--- config.mk ---
export PLATFORM = sky130hd
export DESIGN_NAME = fp_wb_ctrl
export DESIGN_NICKNAME = d
export VERILOG_FILES = /design/src/rtl/fp_wb_ctrl.sv
export SDC_FILE = /design/constraint.sdc
export NUM_CORES = 1
export LEC_CHECK = 0
export CORE_ASPECT_RATIO = 1.4
export CORE_UTILIZATION = 43
export CTS_CLUSTER_DIAMETER = 50
export DETAILED_ROUTE_END_ITERATION = 12
export PLACE_DENSITY_LB_ADDON = 0.3
export RECOVER_POWER = 50
export SLEW_MARGIN = 25
export SYNTH_ARGS = -nofsm -noshare
export SYNTH_HDL_FRONTEND = slang
export SYNTH_SLANG_ARGS = --single-unit
--- constraint.sdc ---
create_clock -name clk_i -period 2.79 [get_ports clk_i]
set_input_delay 0.4185 -clock clk_i [delete_from_list [all_inputs] [get_ports clk_i]]
set_output_delay 0.4185 -clock clk_i [all_outputs]
set_load 0.01 [all_outputs]
--- src/rtl/fp_wb_ctrl.sv ---
// FP writeback controller: tracks issued FPU ops in an in-order pending queue,
// routes each returning result to the FP or integer register file, accumulates
// sticky IEEE exception flags and reports in-flight FP work to the pipeline.
module fp_wb_ctrl #(
    parameter int DEPTH = 4,
    parameter int FLEN  = 32,
    parameter int XLEN  = 32
) (
    input  logic                       clk_i,
    input  logic                       rst_i,
    input  logic                       issue_valid_i,
    output logic                       issue_ready_o,
    input  logic [4:0]                 issue_waddr_i,
    input  logic                       issue_regwrite_i,
    input  logic                       issue_to_int_i,
    input  logic                       fpu_out_valid_i,
    output logic                       fpu_out_ready_o,
    input  logic [FLEN-1:0]            fpu_result_i,
    input  logic [4:0]                 fpu_status_i,
    output logic                       fp_rf_we_o,
    output logic [4:0]                 fp_rf_waddr_o,
    output logic [FLEN-1:0]            fp_rf_wdata_o,
    output logic                       int_rf_we_o,
    output logic [4:0]                 int_rf_waddr_o,
    output logic [XLEN-1:0]            int_rf_wdata_o,
    input  logic                       int_wb_ready_i,
    output logic [4:0]                 fflags_o,
    input  logic                       fflags_clr_i,
    output logic                       busy_o,
    output logic [$clog2(DEPTH):0]     pending_cnt_o,
    output logic                       protocol_err_o
);

    localparam int AW = $clog2(DEPTH);
    localparam int CW = AW + 1;
    localparam logic [AW:0]   PTR_ONE = (AW + 1)'(1);
    localparam logic [CW-1:0] CNT_ONE = CW'(1);

    typedef struct packed {
        logic       to_int;
        logic       regwrite;
        logic [4:0] waddr;
    } entry_t;

    entry_t          mem_r [DEPTH];
    logic [AW:0]     wr_ptr_r;
    logic [AW:0]     rd_ptr_r;
    logic [CW-1:0]   cnt_r;
    logic            busy_r;
    logic [4:0]      fflags_r;
    logic            perr_r;
    logic            fp_we_r;
    logic [4:0]      fp_waddr_r;
    logic [FLEN-1:0] fp_wdata_r;
    logic            int_we_r;
    logic [4:0]      int_waddr_r;
    logic [XLEN-1:0] int_wdata_r;

    entry_t          head_s;
    logic            full_s;
    logic            empty_s;
    logic            push_s;
    logic            pop_s;
    logic [CW-1:0]   cnt_next_s;
    logic [4:0]      fflags_next_s;

    // Queue status, handshakes and next-state values for counters and flags.
    always_comb begin
        head_s        = mem_r[rd_ptr_r[AW-1:0]];
        full_s        = (wr_ptr_r[AW-1:0] == rd_ptr_r[AW-1:0]) && (wr_ptr_r[AW] != rd_ptr_r[AW]);
        empty_s       = (wr_ptr_r == rd_ptr_r);
        issue_ready_o = !rst_i && !full_s;
        fpu_out_ready_o = !rst_i && !empty_s && (!head_s.to_int || int_wb_ready_i);
        push_s        = issue_valid_i && issue_ready_o;
        pop_s         = fpu_out_valid_i && fpu_out_ready_o;
        case ({push_s, pop_s})
            2'b10:   cnt_next_s = cnt_r + CNT_ONE;
            2'b01:   cnt_next_s = cnt_r - CNT_ONE;
            default: cnt_next_s = cnt_r;
        endcase
        if (fflags_clr_i) begin
            fflags_next_s = 5'b00000;
        end else begin
            fflags_next_s = fflags_r;
        end
        if (pop_s) begin
            fflags_next_s = fflags_next_s | fpu_status_i;
        end else begin
            fflags_next_s = fflags_next_s;
        end
    end

    // Pending queue storage, pointers, occupancy, sticky flags and error.
    always_ff @(posedge clk_i) begin
        if (rst_i) begin
            for (int i = 0; i < DEPTH; i++) begin
                mem_r[i] <= '0;
            end
            wr_ptr_r <= '0;
            rd_ptr_r <= '0;
            cnt_r    <= '0;
            busy_r   <= 1'b0;
            fflags_r <= 5'b00000;
            perr_r   <= 1'b0;
        end else begin
            if (push_s) begin
                mem_r[wr_ptr_r[AW-1:0]] <= '{to_int: issue_to_int_i,
                                             regwrite: issue_regwrite_i,
                                             waddr: issue_waddr_i};
                wr_ptr_r <= wr_ptr_r + PTR_ONE;
            end
            if (pop_s) begin
                rd_ptr_r <= rd_ptr_r + PTR_ONE;
            end
            cnt_r    <= cnt_next_s;
            busy_r   <= (cnt_next_s != '0);
            fflags_r <= fflags_next_s;
            if (fpu_out_valid_i && empty_s) begin
                perr_r <= 1'b1;
            end
        end
    end

    // Registered writeback to the FP and integer register files; x0 is never written.
    always_ff @(posedge clk_i) begin
        if (rst_i) begin
            fp_we_r     <= 1'b0;
            fp_waddr_r  <= 5'b00000;
            fp_wdata_r  <= '0;
            int_we_r    <= 1'b0;
            int_waddr_r <= 5'b00000;
            int_wdata_r <= '0;
        end else begin
            fp_we_r  <= pop_s && head_s.regwrite && !head_s.to_int;
            int_we_r <= pop_s && head_s.regwrite && head_s.to_int && (head_s.waddr != 5'b00000);
            if (pop_s && head_s.regwrite && !head_s.to_int) begin
                fp_waddr_r <= head_s.waddr;
                fp_wdata_r <= fpu_result_i;
            end
            if (pop_s && head_s.regwrite && head_s.to_int && (head_s.waddr != 5'b00000)) begin
                int_waddr_r <= head_s.waddr;
                int_wdata_r <= fpu_result_i[XLEN-1:0];
            end
        end
    end

    assign fp_rf_we_o     = fp_we_r;
    assign fp_rf_waddr_o  = fp_waddr_r;
    assign fp_rf_wdata_o  = fp_wdata_r;
    assign int_rf_we_o    = int_we_r;
    assign int_rf_waddr_o = int_waddr_r;
    assign int_rf_wdata_o = int_wdata_r;
    assign fflags_o       = fflags_r;
    assign busy_o         = busy_r;
    assign pending_cnt_o  = cnt_r;
    assign protocol_err_o = perr_r;

endmodule

* Word-level counts from Yosys, hierarchy flattened
Memory sizes are Yosys's and may differ from the RTL's. A register that Yosys moved wholly into a read port is not among the register bits.
Cells that the tools add are included.
W data, S select, Z words.
** Storage, ports and cells
- Bits of input ports :: 50
- Output and inout bits :: 88
- Memories :: 1
- Bits in writable memories :: 28
- Flip-flop bits (word level) :: 92
- Word-level logic and storage cells :: 55
** Memories
- mem_r :: depth 4, width 7, rd ports 1, clocked after Yosys merged registers in 1, write ports 4, RTL line 45 : entry_t mem_r [DEPTH];
** Operators by class
- Reductions and logical operators :: 19
- Equality and inequality tests :: 5
- Bitwise operators :: 1
- Add/sub/neg operators :: 4
- Multiplexer cells :: 13
** Operator list (number)
- $logic_and A1 B1 Y1 :: 11
- $mux W5 :: 2
- $add A3 B1 Y3 const B :: 3
- $mux W7 :: 1
- $reduce_or A7 Y1 :: 1
- $mux W1 :: 6
- $mux W2 :: 3
- $pmux W3 S2 :: 1
- $or A5 B5 Y5 :: 1
- $reduce_bool A5 Y1 :: 1
- $logic_not A1 Y1 :: 4
- $eq A3 B3 Y1 :: 1
- $reduce_bool A3 Y1 :: 1
- $sub A3 B1 Y3 const B :: 1
- $eq A2 B1 Y1 const B :: 1
- $eq A2 B2 Y1 :: 1
- $eq A2 B2 Y1 const B :: 1
- $logic_or A1 B1 Y1 :: 1
- $ne A1 B1 Y1 :: 1

* Longest topological paths before layout
Gate-level depths: netlist of the first run.
- Word-level depth :: 10
- Mapped depth :: 12
- Mapped depth without buffers :: 10

* Worst setup path after synthesis of the first run
OpenSTA, ideal clock, no wires.
- Path kind :: reg2reg
- From :: register (tool-made name)
- To :: register busy_r, in the netlist busy_o
- Arrival time :: 2.505 ns
- Setup time :: 0.129 ns
- Setup slack :: 0.156 ns
- Stages on the path, launching flop included :: 13
- Buffers on the path :: 2
- Period minus slack after synthesis :: 2.634 ns
- Data required time :: 2.661 ns
- Path through :: dfxtp_1 > buf_6 > mux4_2 > nand2b_1 > and3b_1 > buf_2 > ha_1 > inv_1 > fa_1 > xor2_1 > nor2_1 > xnor2_1 > a31oi_1
** RTL lines
- to (signal assigned) :: RTL line 116 : busy_r <= (cnt_next_s != '0);
- to (decl) :: RTL line 49 : logic busy_r;

==> metrics.md, run 1 <==
| Metric | Value |
|---|---|
| Synth top cells by count | dfxtp_1, nor2_1, a21oi_1, mux2i_1, nand3_1 |
| Final Cycle Share | 0.952 |
| Post-synth EDFFs | 28 |
| Startpoint Class | flip-flop |
| Core Area | 10900 um2 |
| PortBufs | 137 |
| CP endpoint kind | output port |
| Sequential fraction of the synthesis area | 0.560 |
| Pins over their slew limit | 0 |
| Largest net degree at the start of global routing | 95 |
| Grt ovf | 0 |
| Clock period minus final worst setup slack | 2.66 ns |
| Critical Path RT | 2.37 ns |
| Final-layout fill cell count | 902 |
| Seq cells post-synth | 122 |
| Setup bufs post-CTS | 0 |
| Root Buffer | clkbuf_16 |
| Detail Route Antenna Nets | 0 |
| Status | finished, final reports clean |
| Nets | 647 |
| Yosys cell types | 36 |
| Crit path DAT | 2.24 ns |
| Die width | 91.9 um |
| Post-CTS sizing | 0 |
| Initial Util | 0.445 |
| Die Ht | 128 um |
| Fraction of layout cells with a size suffix above 1 | 0.0876 |
| Worst min-delay path category | input port to flip-flop |
| RSZ-0062 raised after global routing | false |
| Clock tree buffer depth | 2 |
| Final core occ | 0.630 |
| DRT Wirelength | 11100 um |
| Asr flop ratio synth | 0 |
| Iter 0 DRT Violations | 123 |
| Vias/cell | 5.04 |
| Die ar. | 11700 um2 |
| Worst slew margin | 0.385 |
| Cell taking the most area after synthesis | dfxtp_1 |
| CTS buffer count | 17 |
| TritonCTS clock tree | yes |
| Syn Area/Cell | 10.6 um2 |
| Leak | 2.70 nW |
| Synth Instances | 457 |
| # diodes | 0 |
| Pwr dens | 627 nW/um2 |
| DRC viols | 0 |
| CTS sink cnt | 122 |
| Initial DRT Pass Iterations | 4 |
| # setup viols final | 0 |
| Initial antenna violation count | 0 |
| Layout Cells excl Fill | 746 |
| VDD IR-drop max | 0.000418 V |
| Synthesized area | 4860 um2 |
| Top-count cell post-synth | dfxtp_1 |
| Average wire per cell in the routed design | 14.9 um |
| Syn nets | 511 |
| H-tree depth | 4 |
| Placed cell count | 715 |
| Area growth, synth to finish | 41.5% |
| RD Place Congestion | 0.735 |
| Vias in the first global route | 3684 |
| Hold Fails Final Rpt | 0 |
| Top FF cell, synth | dfxtp_1 |
| Clock transition at the registers of the reported paths | 0.05 ns |
| Global-route wire length before repair | 17900 um |
| Critical path type | flip-flop to output port |
| Measured slew at the worst slew-check pin | 0.922 ns |
| Rows | 45 |
| Overall Global Routing Usage | 0.195 |
| CTS Hold Bufs | 0 |
| Largest cells by area after synthesis | dfxtp_1, edfxtp_1, mux2i_1 |
| Max FO, Critical Path | 3 |
| Via count | 3758 |
| Fmax | 0.376 GHz |
| Worst Clk Skew | 0.00664 ns |
| Yosys top cell area share | 0.387 |
| # IOs | 138 |
| Detailed placer's ending HPWL | 7720 um |
| Warnings from Yosys | 0 |
| Fin Setup TNS | 0 ns |
| Worst skew pair latency | 0.40 ns |
| Max-cap violations | 0 |
[sequential cells by signal (all words and copies together), names as in the netlist, named ones only]
signal / flops
int_rf_wdata_o: 32
pending_cnt_o: 3
fp_rf_we_o: 1
fflags_o: 5
mem_r: 28
fp_rf_waddr_o: 5
protocol_err_o: 1
wr_ptr_r: 3
busy_o: 1
int_rf_waddr_o: 5
fp_rf_wdata_o: 32
int_rf_we_o: 1
rd_ptr_r: 3
[critical path, cell delays in order (launching register included)]
cell,delay [ns]
dfxtp_1,0.35
mux4_2,0.57
nand2b_1,0.13
nand2_1,0.06
nor2_1,0.16
clkdlybuf4s50_1,0.57
[metrics by stage]
| stage | setup slack, ns | hold slack, ns | power (mW) | area [um2] |
|---|---|---|---|---|
| 5_1_grt | 0.0433 | 0.303 | 4.48 | 6880 |
| 2_1_floorplan | 0.156 | 0.449 | 2.12 | 4860 |
| 3_3_place_gp | 0.238 | 0.456 | 2.30 | 6340 |
| 6_report | 0.133 | 0.297 | 4.32 | 6880 |
| 3_5_place_dp | 0.154 | 0.466 | 2.31 | 6340 |
| 4_1_cts | 0.0911 | 0.283 | 4.37 | 6900 |
[where the power goes]
group / internal (mW) / switching, mW
Sequential: 1.86 / 0.0244
Combinational: 0.181 / 0.196
Clock: 1.34 / 0.718
[cells in the final DEF (no fill, tap or decap), types with 6 or more instances in the layout]
| master | synthesis | layout |
|---|---|---|
| clkbuf_16 | 0 | 18 |
| mux2i_1 | 41 | 41 |
| nor2_1 | 57 | 57 |
| clkdlybuf4s50_1 | 0 | 50 |
| dlygate4sd3_1 | 0 | 86 |
| dfxtp_1 | 94 | 94 |
| edfxtp_1 | 28 | 28 |
| o21ai_1 | 7 | 7 |
| clkbuf_1 | 17 | 6 |
| mux4_2 | 6 | 6 |
| buf_4 | 2 | 8 |
| nand3_1 | 34 | 34 |
| and2_1 | 28 | 25 |
| a21oi_1 | 44 | 44 |
| nand2_1 | 7 | 7 |
| inv_1 | 6 | 6 |
| o21ai_0 | 31 | 31 |
[path summary, 6_finish.rpt]
check	start	end	slack (ns)	depth (start not counted)
max	flip-flop	fpu_out_ready_o	0.13	5
min	rst_i	protocol_err_o	0.30	2
max reg2reg	flip-flop	busy_o	0.17	10
min reg2reg	int_rf_wdata_o[0]	int_rf_wdata_o[0]	0.47	2
[area by class of cell]
class,count,area (um2),area share
flip-flops and latches,122,2720,0.396
multi-input cells,296,1910,0.278
repair buffers,150,1480,0.215
clock buffers,24,503,0.0731
well taps,141,176,0.0256
clock inverters,7,63.8,0.00927
inverters,6,22.5,0.00327
[per-layer routing]
layer  GRT usage  up-vias  wire length (um)
li1            -     1857                 -
met1       0.222     1776              4660
met2       0.353      111              5800
met3      0.0504       14               537
met4      0.0607        0               120
met5           0        -                 0
[cells by family after synthesis]
| group | count (synthesis) | share of synthesized area |
|---|---|---|
| AO/OA/AOI/OAI | 86 | 0.0918 |
| buffers and inverters | 39 | 0.0442 |
| multiplexers | 48 | 0.114 |
| XOR/XNOR | 9 | 0.0162 |
| flip-flops | 122 | 0.560 |
| adder cells (fa/ha/maj) | 4 | 0.0118 |
| AND/OR/NAND/NOR | 149 | 0.162 |
(Power assumes the default switching activity.)
==> inputs of run 2 (changes only) <==
- ABC_AREA: not set -> 1
- CORE_UTILIZATION: 43 -> 44
- CTS_BUF_LIST: not set -> sky130_fd_sc_hd__clkbuf_16
==> run 2 against run 1 <==
Non-clock buffer count is 2 lower. Fmax increased by 4.4%. Power increased by 8.5%. Synthesized cell count is 50% higher. Sequential power rose by 2%. Critical path type is now flip-flop to flip-flop. Largest power group unchanged. Sequential cell count unchanged. Worst setup slack improved by 0.11 ns. Clock-buffer cell count shrank 5. First-iteration DRC count is 46% higher.
==> metrics.md, run 2 <==
| Metric | Value |
|---|---|
| H-tree depth | 4 (unchanged) |
| Total power | 4.68 mW (+8.5%) |
| Overall Global Routing Usage | 0.213 (+0.0179) |
| Worst-path cell chain | buf_4 -> nand2_1 -> nand3_1 -> nand3b_1 -> nand4_1 -> clkinv_1 -> ha_1 -> inv_1 -> fa_1 -> a21oi_1 -> o21ai_0 -> xnor2_1 -> inv_1 -> a31oi_1 |
| Top-count cell post-synth | nor2_1 |
| Synth top cells by count | nor2_1, nand2_1, dfxtp_1, inv_1, nand3b_1 |
| Cell taking the most area after synthesis | dfxtp_1 |
| Critical path type | flip-flop to flip-flop |
| Yosys top cell area share | 0.366 (-0.0211) |
| Initial antenna violation count | 0 (unchanged) |
| Synth Instances | 687 (+50%) |
| Max-cap violations | 0 (unchanged) |
| Setup bufs post-CTS | 0 (unchanged) |
| Die ar. | 12100 um2 (+3.3%) |
| Max FO, Critical Path | 14 (+11) |
| Crit path DAT | 2.88 ns (+0.64 ns) |
| Worst path most repeated cell | inv_1 |
| Commonest non-fill, non-tap cells in the layout | nor2_1, nand2_1, dfxtp_1 |
| Worst path max stage delay | 0.38 ns (-0.19 ns) |
| Min-Delay Path Depth | 2 (unchanged) |
| # diodes | 0 (unchanged) |
| Asr flop ratio synth | 0 (unchanged) |
| Detailed placer's ending HPWL | 8870 um (+15%) |
| TritonCTS clock tree | yes |
| Die Ht | 130 um (+1.6%) |
| Worst min-delay path category | flip-flop to flip-flop |
| RD Place Congestion | 0.849 (+16%) |
| Reg2reg end | busy_o |
| Final-layout fill cell count | 951 (+5.4%) |
| Buf/Inv on CP | 4 (+3) |
| R2R Setup Slk | 0.24 ns (+0.07 ns) |
| Largest net degree at the start of global routing | 69 (-27%) |
| Hold_ws | 0.464 ns (+0.167 ns) |
| Slowest stage cell, crit path | fa_1 |
| CTS sink cnt | 122 (unchanged) |
| Warnings from Yosys | 0 (unchanged) |
| Setup WS post-layout | 0.244 ns (+0.111 ns) |
| Worst Clk Skew | 0.00505 ns (-0.00159 ns) |
| Nets | 877 (+36%) |
| # IOs | 138 (unchanged) |
| Pins over their slew limit | 0 (unchanged) |
| VDD IR-drop max | 0.000425 V (+1.7%) |
| # setup viols final | 0 (unchanged) |
| Commonest non-fill, non-tap cell in the layout | nor2_1 |
| Detail Route Antenna Nets | 0 (unchanged) |
| Via count | 4673 (+24%) |
| PortBufs | 137 (unchanged) |
| Initial DRT Pass Iterations | 6 (+2) |
| Pwr dens | 647 nW/um2 (+3.0%) |
| Cell Area, Placed | 6640 um2 (+4.8%) |
| Top FF cell, synth | dfxtp_1 |
| Grt ovf | 0 (unchanged) |
| DRC viols | 0 (unchanged) |
| Hold Path End | fflags_o[0] |
| Sequential fraction of the synthesis area | 0.529 (-0.0305) |
| FF-to-FF path depth | 14 (+4) |
| Startpoint Class | flip-flop |
| Fin Setup TNS | 0 ns (unchanged) |
| HP Start | fflags_o[0] |
| Vias/cell | 4.77 (-5.3%) |
| Status | finished, final reports clean |
| Clock tree buffer depth | 2 (unchanged) |
| Syn Area/Cell | 7.49 um2 (-30%) |
| Seq cells post-synth | 122 (unchanged) |
| Largest cells by area after synthesis | dfxtp_1, edfxtp_1, nor2_1 |
| Worst skew pair latency | 0.41 ns (about the same) |
| Measured slew at the worst slew-check pin | 0.681 ns (-0.241 ns) |
| Rows | 46 (+2.2%) |
| Clock transition at the registers of the reported paths | 0.05 ns (about the same) |
| Worst slew margin | 0.546 (+0.161) |
| Fraction of layout cells with a size suffix above 1 | 0.0550 (-0.0326) |
| DRT Wirelength | 12400 um (+12%) |
| Average wire per cell in the routed design | 12.7 um (-15%) |
| Post-synth EDFFs | 28 (unchanged) |
| Leak | 3.52 nW (+30%) |
| Root Buffer | clkbuf_16 |
| RSZ-0062 raised after global routing | false |
| Cell family with most CP delay | simple AND/OR/NAND/NOR gates |
| Critical Path RT | 3.13 ns (+0.76 ns) |
| Post-CTS sizing | 0 (unchanged) |
| Area growth, synth to finish | 40.8% |
| Post-route cell area | 7240 um2 (+5.3%) |
| Initial Util | 0.454 (+0.00841) |
| Syn nets | 741 (+45%) |
| Core Area | 11300 um2 (+3.8%) |
| CTS Hold Bufs | 0 (unchanged) |
| Vias in the first global route | 4422 (+20%) |
| CP endpoint kind | flip-flop |
| Synthesized area | 5140 um2 (+5.8%) |
| Final Cycle Share | 0.912 (-0.0398) |
| Clock period minus final worst setup slack | 2.55 ns (-0.111 ns) |
| Setup WS pre-CTS | 0.272 ns (+0.118 ns) |
| Fmax | 0.393 GHz (+4.4%) |
| CTS buffer count | 17 (unchanged) |
| Die width | 93.4 um (+1.6%) |
| Hold Fails Final Rpt | 0 (unchanged) |
| Iter 0 DRT Violations | 179 (+46%) |
| Global-route wire length before repair | 19800 um (+11%) |
| Yosys cell types | 27 (-25%) |
[run 2: area by class of cell]
cell class	count	area, um2	area share
timing repair buffer	148	1460	0.201
tap	144	180	0.0249
multi-input combinational	459	1980	0.273
clock inverter	13	146	0.0202
sequential	122	2720	0.376
clock buffer	19	475	0.0657
inverter	75	282	0.0389
[run 2: per-layer routing]
| metal | share of wire | up-vias | global-route usage | wire length, um |
|---|---|---|---|---|
| met5 | 0 | - | 0 | 0 |
| met4 | 0.026 | 0 | 0.108 | 323 |
| met3 | 0.050 | 26 | 0.0612 | 619 |
| met2 | 0.53 | 151 | 0.400 | 6600 |
| met1 | 0.39 | 2123 | 0.210 | 4860 |
| li1 | - | 2373 | - | - |
[run 2: kinds of logic (layout without fill, tap and decap cells)]
group	Yosys count	in the layout	share of synthesized area
compound gates	22	22	0.0229
xor+xnor	2	2	0.00341
fa+ha+maj	4	4	0.0112
buf+inv	106	255	0.0839
flops	122	122	0.529
simple gates	431	431	0.349
[run 2: where the power goes]
part	internal (mW)	switching [mW]	total (mW)	leakage (nW)
logic	0.214	0.290	0.503	2.16
registers	1.89	0.0385	1.93	1.05
clock network	1.50	0.757	2.25	0.312
total	3.60	1.09	4.68	3.52
[run 2: metrics by stage]
step | util | instances
floorplan | - | 687
global placement | 0.586 | 948
detailed placement | 0.586 | 948
CTS | 0.641 | 980
global route | 0.639 | 980
finish | 0.639 | 980
[run 2: how the worst max path moves through the flow]
stage | start | slack, ns | endpoint | cells past startpoint
floorplan | wr_ptr_r[0] | 0.45 | busy_o | 16
global placement | int_wb_ready_i | 0.27 | busy_o | 12
detailed placement | int_wb_ready_i | 0.27 | busy_o | 12
CTS | flip-flop | 0.25 | fpu_out_ready_o | 7
global route | flip-flop | 0.1 | busy_o | 14
finish | flip-flop | 0.24 | busy_o | 14
[run 2: worst reg2reg max path: stages, from the launching register on]
cell      delay, ns
dfxtp_1        0.32
buf_4          0.19
nand2_1        0.08
nand3_1        0.12
nand3b_1       0.15
nand4_1        0.32
clkinv_1       0.15
ha_1           0.15
inv_1          0.06
fa_1           0.38
a21oi_1        0.14
o21ai_0        0.11
xnor2_1        0.14
inv_1          0.07
a31oi_1        0.11
